==> config.mk <==
export PLATFORM = sky130hd
export DESIGN_NAME = i2c_master_ctrl
export DESIGN_NICKNAME = d
export VERILOG_FILES = /design/src/rtl/i2c_pkg.sv /design/src/rtl/i2c_watchdog.sv /design/src/rtl/i2c_master_ctrl.sv
export SDC_FILE = /design/constraint.sdc
export NUM_CORES = 1
export LEC_CHECK = 0
export CORE_MARGIN = 2
export CORE_UTILIZATION = 45
export CTS_CLUSTER_DIAMETER = 150
export DETAILED_ROUTE_END_ITERATION = 7
export MAX_ROUTING_LAYER = met4
export PLACE_DENSITY = 0.74
export SLEW_MARGIN = 25
export SYNTH_ARGS = -nofsm -noshare
export SYNTH_HDL_FRONTEND = slang
export SYNTH_HIERARCHICAL = 1
export SYNTH_SLANG_ARGS = --single-unit
==> constraint.sdc <==
create_clock -name clk -period 3.92 [get_ports clk]
set_input_delay 0.784 -clock clk [delete_from_list [all_inputs] [get_ports clk]]
set_output_delay 0.784 -clock clk [all_outputs]
set_load 0.05 [all_outputs]
==> src/rtl/i2c_pkg.sv <==
// Shared types and constants for the I2C master blocks.
//   i2c_ctrl_state_t : transaction controller states
//   I2C_ACK/I2C_NACK : value of the ninth (acknowledge) bit on the bus
//   SS_START/SS_STOP : start_stop_generator condition select
package i2c_pkg;

  localparam int unsigned I2C_ADDR_W = 7;

  localparam logic I2C_ACK  = 1'b0;
  localparam logic I2C_NACK = 1'b1;
  localparam logic SS_START = 1'b1;
  localparam logic SS_STOP  = 1'b0;

  typedef enum logic [2:0] {
    StIdle,
    StStart,
    StAddr,
    StWrWait,
    StWrXfer,
    StRdXfer,
    StStop,
    StDone
  } i2c_ctrl_state_t;

endpackage

==> src/rtl/i2c_watchdog.sv <==
// Cycle watchdog for the I2C transaction controller.
//   clk, rst_  : system clock, synchronous active-low reset
//   clear      : reload the counter with zero (takes priority)
//   count_en   : advance the counter this cycle
//   expired    : count has reached TIMEOUT_CYC-1 while counting is enabled
module i2c_watchdog #(
  parameter int unsigned TIMEOUT_CYC = 50000
) (
  input  logic clk,
  input  logic rst_,
  input  logic clear,
  input  logic count_en,
  output logic expired
);

  localparam int unsigned CntW = (TIMEOUT_CYC > 1) ? $clog2(TIMEOUT_CYC) : 1;

  logic [CntW-1:0] cnt_q;

  assign expired = count_en && (cnt_q == CntW'(TIMEOUT_CYC - 1));

  always_ff @(posedge clk) begin
    if (!rst_) begin
      cnt_q <= '0;
    end else if (clear) begin
      cnt_q <= '0;
    end else if (count_en && !expired) begin
      cnt_q <= cnt_q + CntW'(1);
    end
  end

endmodule

==> src/rtl/i2c_master_ctrl.sv <==
// Transaction-level I2C master controller. Sequences START, address byte, data bytes and
// STOP through start_stop_generator and the byte transceiver, with ACK/NACK status and a
// watchdog on every hardware wait state.
//   cmd_*               : host command handshake (addr, rw, len; len 0 = address probe)
//   wr_* / rd_*         : write-byte handshake, received-byte strobe
//   busy, done          : transaction in flight / 1-cycle end pulse
//   nack_err, timeout_err : status, qualified by done
//   ss_*                : start_stop_generator control
//   byte_*              : byte transceiver control and status
module i2c_master_ctrl
  import i2c_pkg::*;
#(
  parameter int unsigned LEN_W       = 4,
  parameter int unsigned TIMEOUT_CYC = 50000
) (
  input  logic                  clk,
  input  logic                  rst_,
  input  logic                  cmd_valid,
  output logic                  cmd_ready,
  input  logic [I2C_ADDR_W-1:0] cmd_addr,
  input  logic                  cmd_rw,
  input  logic [LEN_W-1:0]      cmd_len,
  input  logic [7:0]            wr_data,
  input  logic                  wr_valid,
  output logic                  wr_ready,
  output logic [7:0]            rd_data,
  output logic                  rd_valid,
  output logic                  busy,
  output logic                  done,
  output logic                  nack_err,
  output logic                  timeout_err,
  output logic                  ss_enable,
  output logic                  ss_start_stop,
  input  logic                  ss_ending,
  output logic                  byte_go,
  output logic [7:0]            byte_tx,
  output logic                  byte_rd,
  output logic                  byte_ack_out,
  input  logic                  byte_done,
  input  logic [7:0]            byte_rx,
  input  logic                  byte_ack_in
);

  i2c_ctrl_state_t state_q, state_d;
  logic                  rw_q, rw_d;
  logic [LEN_W-1:0]      rem_q, rem_d, rem_dec;
  logic [7:0]            tx_q, tx_d;
  logic [7:0]            rd_data_q, rd_data_d;
  logic                  rd_valid_q, rd_valid_d;
  logic                  go_q, go_d;
  logic                  nack_q, nack_d;
  logic                  tout_q, tout_d;
  logic                  wd_clear, wd_count_en, wd_expired;

  // Saturating decrement: remaining never wraps below zero.
  assign rem_dec = (rem_q != '0) ? rem_q - LEN_W'(1) : rem_q;

  always_comb begin
    state_d     = state_q;
    rw_d        = rw_q;
    rem_d       = rem_q;
    tx_d        = tx_q;
    rd_data_d   = rd_data_q;
    rd_valid_d  = 1'b0;
    go_d        = 1'b0;
    nack_d      = nack_q;
    tout_d      = tout_q;
    wd_count_en = 1'b0;
    unique case (state_q)
      StIdle: begin
        if (cmd_valid) begin
          rw_d    = cmd_rw;
          rem_d   = cmd_len;
          tx_d    = {cmd_addr, cmd_rw};
          nack_d  = 1'b0;
          tout_d  = 1'b0;
          state_d = StStart;
        end
      end
      StStart: begin
        wd_count_en = 1'b1;
        if (ss_ending) begin
          go_d    = 1'b1;
          state_d = StAddr;
        end
      end
      StAddr: begin
        wd_count_en = 1'b1;
        if (byte_done) begin
          if (byte_ack_in == I2C_NACK) begin
            nack_d  = 1'b1;
            state_d = StStop;
          end else if (rem_q == '0) begin
            state_d = StStop;
          end else if (rw_q) begin
            go_d    = 1'b1;
            state_d = StRdXfer;
          end else begin
            state_d = StWrWait;
          end
        end
      end
      StWrWait: begin
        if (wr_valid) begin
          tx_d    = wr_data;
          go_d    = 1'b1;
          state_d = StWrXfer;
        end
      end
      StWrXfer: begin
        wd_count_en = 1'b1;
        if (byte_done) begin
          rem_d = rem_dec;
          if (rem_dec == '0) begin
            // A NACK on the final byte is how a slave may end a write.
            state_d = StStop;
          end else if (byte_ack_in == I2C_NACK) begin
            nack_d  = 1'b1;
            state_d = StStop;
          end else begin
            state_d = StWrWait;
          end
        end
      end
      StRdXfer: begin
        wd_count_en = 1'b1;
        if (byte_done) begin
          rd_data_d  = byte_rx;
          rd_valid_d = 1'b1;
          rem_d      = rem_dec;
          if (rem_dec == '0) begin
            state_d = StStop;
          end else begin
            go_d = 1'b1;
          end
        end
      end
      StStop: begin
        wd_count_en = 1'b1;
        if (ss_ending) begin
          state_d = StDone;
        end
      end
      StDone: begin
        state_d = StIdle;
      end
      default: begin
        state_d = StIdle;
      end
    endcase
    // Watchdog abort skips STOP entirely; the bus is left to the generator's own release.
    if (wd_expired) begin
      tout_d     = 1'b1;
      go_d       = 1'b0;
      rd_valid_d = 1'b0;
      state_d    = StDone;
    end
  end

  // Each read-byte re-entry restarts the watchdog just like a state change.
  assign wd_clear = (state_d != state_q) || go_d;

  i2c_watchdog #(
    .TIMEOUT_CYC(TIMEOUT_CYC)
  ) u_watchdog (
    .clk     (clk),
    .rst_    (rst_),
    .clear   (wd_clear),
    .count_en(wd_count_en),
    .expired (wd_expired)
  );

  always_ff @(posedge clk) begin
    if (!rst_) begin
      state_q    <= StIdle;
      rw_q       <= 1'b0;
      rem_q      <= '0;
      tx_q       <= '0;
      rd_data_q  <= '0;
      rd_valid_q <= 1'b0;
      go_q       <= 1'b0;
      nack_q     <= 1'b0;
      tout_q     <= 1'b0;
    end else begin
      state_q    <= state_d;
      rw_q       <= rw_d;
      rem_q      <= rem_d;
      tx_q       <= tx_d;
      rd_data_q  <= rd_data_d;
      rd_valid_q <= rd_valid_d;
      go_q       <= go_d;
      nack_q     <= nack_d;
      tout_q     <= tout_d;
    end
  end

  assign cmd_ready     = (state_q == StIdle);
  assign busy          = (state_q != StIdle);
  assign done          = (state_q == StDone);
  assign nack_err      = done && nack_q;
  assign timeout_err   = done && tout_q;
  assign wr_ready      = (state_q == StWrWait);
  assign rd_data       = rd_data_q;
  assign rd_valid      = rd_valid_q;
  assign ss_enable     = ((state_q == StStart) || (state_q == StStop)) && !wd_expired;
  assign ss_start_stop = (state_q == StStart) ? SS_START : SS_STOP;
  assign byte_go       = go_q;
  assign byte_tx       = tx_q;
  assign byte_rd       = (state_q == StRdXfer);
  assign byte_ack_out  = (byte_rd && (rem_q == LEN_W'(1))) ? I2C_NACK : I2C_ACK;

endmodule

==> out/qor.yml <==
synth_nets: 362
start_util_pct: 46.20
fin_crit_ps: 3363
layout-drive-gt1-share_pct: 8.763
max_slew.worst_pin.slew_ps: 539.6
avgSynthCellArea_um2: 7.805
synth_edf_count: 0
p_leak_nw: 1.198
hold_path_class: "flop to flop"
slew_viol_final: 0
placed_cells: 452
path_clk_slew_ps: 90
finalCritPeriodShare_pct: 85.79
ys_seq_area_share_pct: 34.83
worstSetupStartpointType: "flop"
nFillCells: 522
wl_met2_mm: 2.984
synth.top_cell.area_share_pct: 34.83
cts_setup_buffers: 0
top_layer_used: "met4"
vdd_drop_max_mv: 0.2849
io_pins: 63
synth_cell_types: 57
wl_per_cell_um: 13.87
yosys.cell_count.top_type: "nand2_1"
power_density_mw_per_mm2: 507.5
worst_ep_arrival_time_ps: 3590
cp_max_fo: 7
maxSlewHeadroom_pct: 63.10
htreeDepth: 2
avgViaCountPerCell: 5.454
m1WireLength_mm: 2.984
synth_common_cells: "51 x nand2_1, 44 x dfxtp_1, 38 x nor2_1"
drc: 0
ys_seq_elements: 44
dieArea_mm2: 0.006235
grt_util_all_layers_pct: 21.61
cts.sinks: 44
first_pass_iters: 4
ys_async_sr_fraction_pct: 0
place_ws_ps: 324.0
overflow: 0
setup_tns_ps: 0
core_area_mm2: 0.005473
synth_area_leaders: "dfxtp_1 35%, nand2_1 7.6%, nor2_1 5.6%, a21oi_1 4.4%, a311oi_1 2.8%"
ant_nets: 0
vias: 2509
die_y_um: 78.96
timing.fmax_mhz: 297.4
wl_mm: 6.380
status: "finished clean"
synthFlopType: "dfxtp_1"
worstSkewPairLatency_ps: 300
hold_viol: 0
finalSetupViolCount: 0
die_x_um: 78.96
cts_made_buffers: 5
finClkSkew_ps: 7.440
drt_iter0_drc: 115
dp_hpwl_mm: 4.763
cts_tree: "done"
cts_hold_buf: 0
end_kind: "flop"
path_class: "flop to flop"
synthCells: 324
gp_congestion: 0.9132
synth_area_leader_cell: "dfxtp_1"
antenna_found_initial: 0
cts_root_buf: "clkbuf_8"
nets: 425
grt_start_max_net_pins: 23
syn_area_mm2: 0.002529
final_cells: 460
rsz0062_at_grt: "no"
area_growth_pct: 31.77
diodes: 0
grt_pass1_wl_mm: 10.54
met3_length_um: 264
grt_pass1_vias: 2405
cap_viol_max_count: 0
ctsResizeCount: 0
required_ps: 4140
io_buffers: 62
clockBufferDepth: 2
row_count: 27
yosys_warnings: 6
setup_slack_ps: 557.1
layout make-up:
cell class,count,area (um^2),share of cell area [%]
Timing Repair Buffer,73,700.7,21.03
Clock inverter,3,23.77,0.7135
Tap cell,72,90.09,2.704
Multi-Input combinational cell,249,1515,45.47
Clock buffer,5,68.82,2.065
Sequential cell,44,880.8,26.44
Inverter,14,52.55,1.577
power by group:
part | switching [W] | internal, W
registers | 0.0000418 | 0.000499
logic | 0.000526 | 0.000336
clock network | 0.000162 | 0.000126
worst paths after layout:
kind	from	end	slack (ps)	cells past startpoint
worst max register to register	rem_q[0]	u_watchdog/cnt_q[2]	560	10
worst max-delay path	rem_q[0]	u_watchdog/cnt_q[2]	560	10
worst min-delay path	rd_data[7]	rd_data[7]	460	2
worst min register to register	rd_data[7]	rd_data[7]	460	2
metal layers:
layer / GRT usage [%] / up-vias
met1: 25.98 / 1157
li1: - / 1280
met3: 4.205 / 14
met5: - / -
met4: 7.759 / 0
met2: 36.19 / 58
flip-flops by register name, summed over array words and instances (netlist names):
| name | flops |
|---|---|
| tout_q | 1 |
| state_q | 3 |
| byte_tx | 8 |
| rd_valid | 1 |
| u_watchdog/cnt_q | 16 |
| rem_q | 4 |
| nack_q | 1 |
| byte_go | 1 |
| rw_q | 1 |
| rd_data | 8 |
through the flow:
step | hold WS [ps] | utilization (%) | instance area [um^2] | total power, W
2_1_floorplan | 443.2 | - | 2536 | 0.001149
3_3_place_gp | 444.5 | 59.19 | 3239 | 0.001401
3_5_place_dp | 450.1 | 59.19 | 3239 | 0.001409
4_1_cts | 463.7 | 60.88 | 3332 | 0.001703
5_1_grt | 494.1 | 60.88 | 3332 | 0.001805
6_report | 462.1 | 60.88 | 3332 | 0.001691
layout by cell type (no fill, tap or decap), types with 3 or more instances in the layout:
| master | count |
|---|---|
| nand2b_1 | 10 |
| nand3_1 | 6 |
| or3_1 | 5 |
| mux2i_1 | 5 |
| o21ai_0 | 8 |
| nor2b_1 | 4 |
| nand2_1 | 50 |
| nor4_1 | 3 |
| nand4_1 | 4 |
| or4_1 | 3 |
| dfxtp_1 | 44 |
| ha_1 | 3 |
| a21boi_0 | 5 |
| and2_1 | 9 |
| nor4bb_1 | 3 |
| clkbuf_8 | 5 |
| and3_1 | 3 |
| inv_1 | 13 |
| nor2_1 | 38 |
| o22ai_1 | 4 |
| nor4b_1 | 3 |
| buf_4 | 12 |
| a311oi_1 | 8 |
| clkdlybuf4s50_1 | 61 |
| nor3_1 | 8 |
| a21oi_1 | 22 |
| o31a_1 | 3 |
| xnor2_1 | 7 |
cells by family after synthesis:
kind of cell / share of synthesized area (%)
AOI/OAI and AO/OA: 19.65
xor gates and xnor gates: 2.425
adders and majority gates: 1.485
buffers and inverters: 5.542
DFF: 34.83
muxes: 1.979
and+or+nand+nor: 34.09
critical path, stage by stage, from the launching register on:
cell and delay (ps):
dfxtp_1 430, inv_1 90, ha_1 270, nor3b_2 230, o311a_1 310, a2111oi_0 490, a21oi_1 120, or4_1 550
nand2b_1 200, or4_1 520, o21ai_0 90
Note: power is estimated with default switching activity, not from simulation.
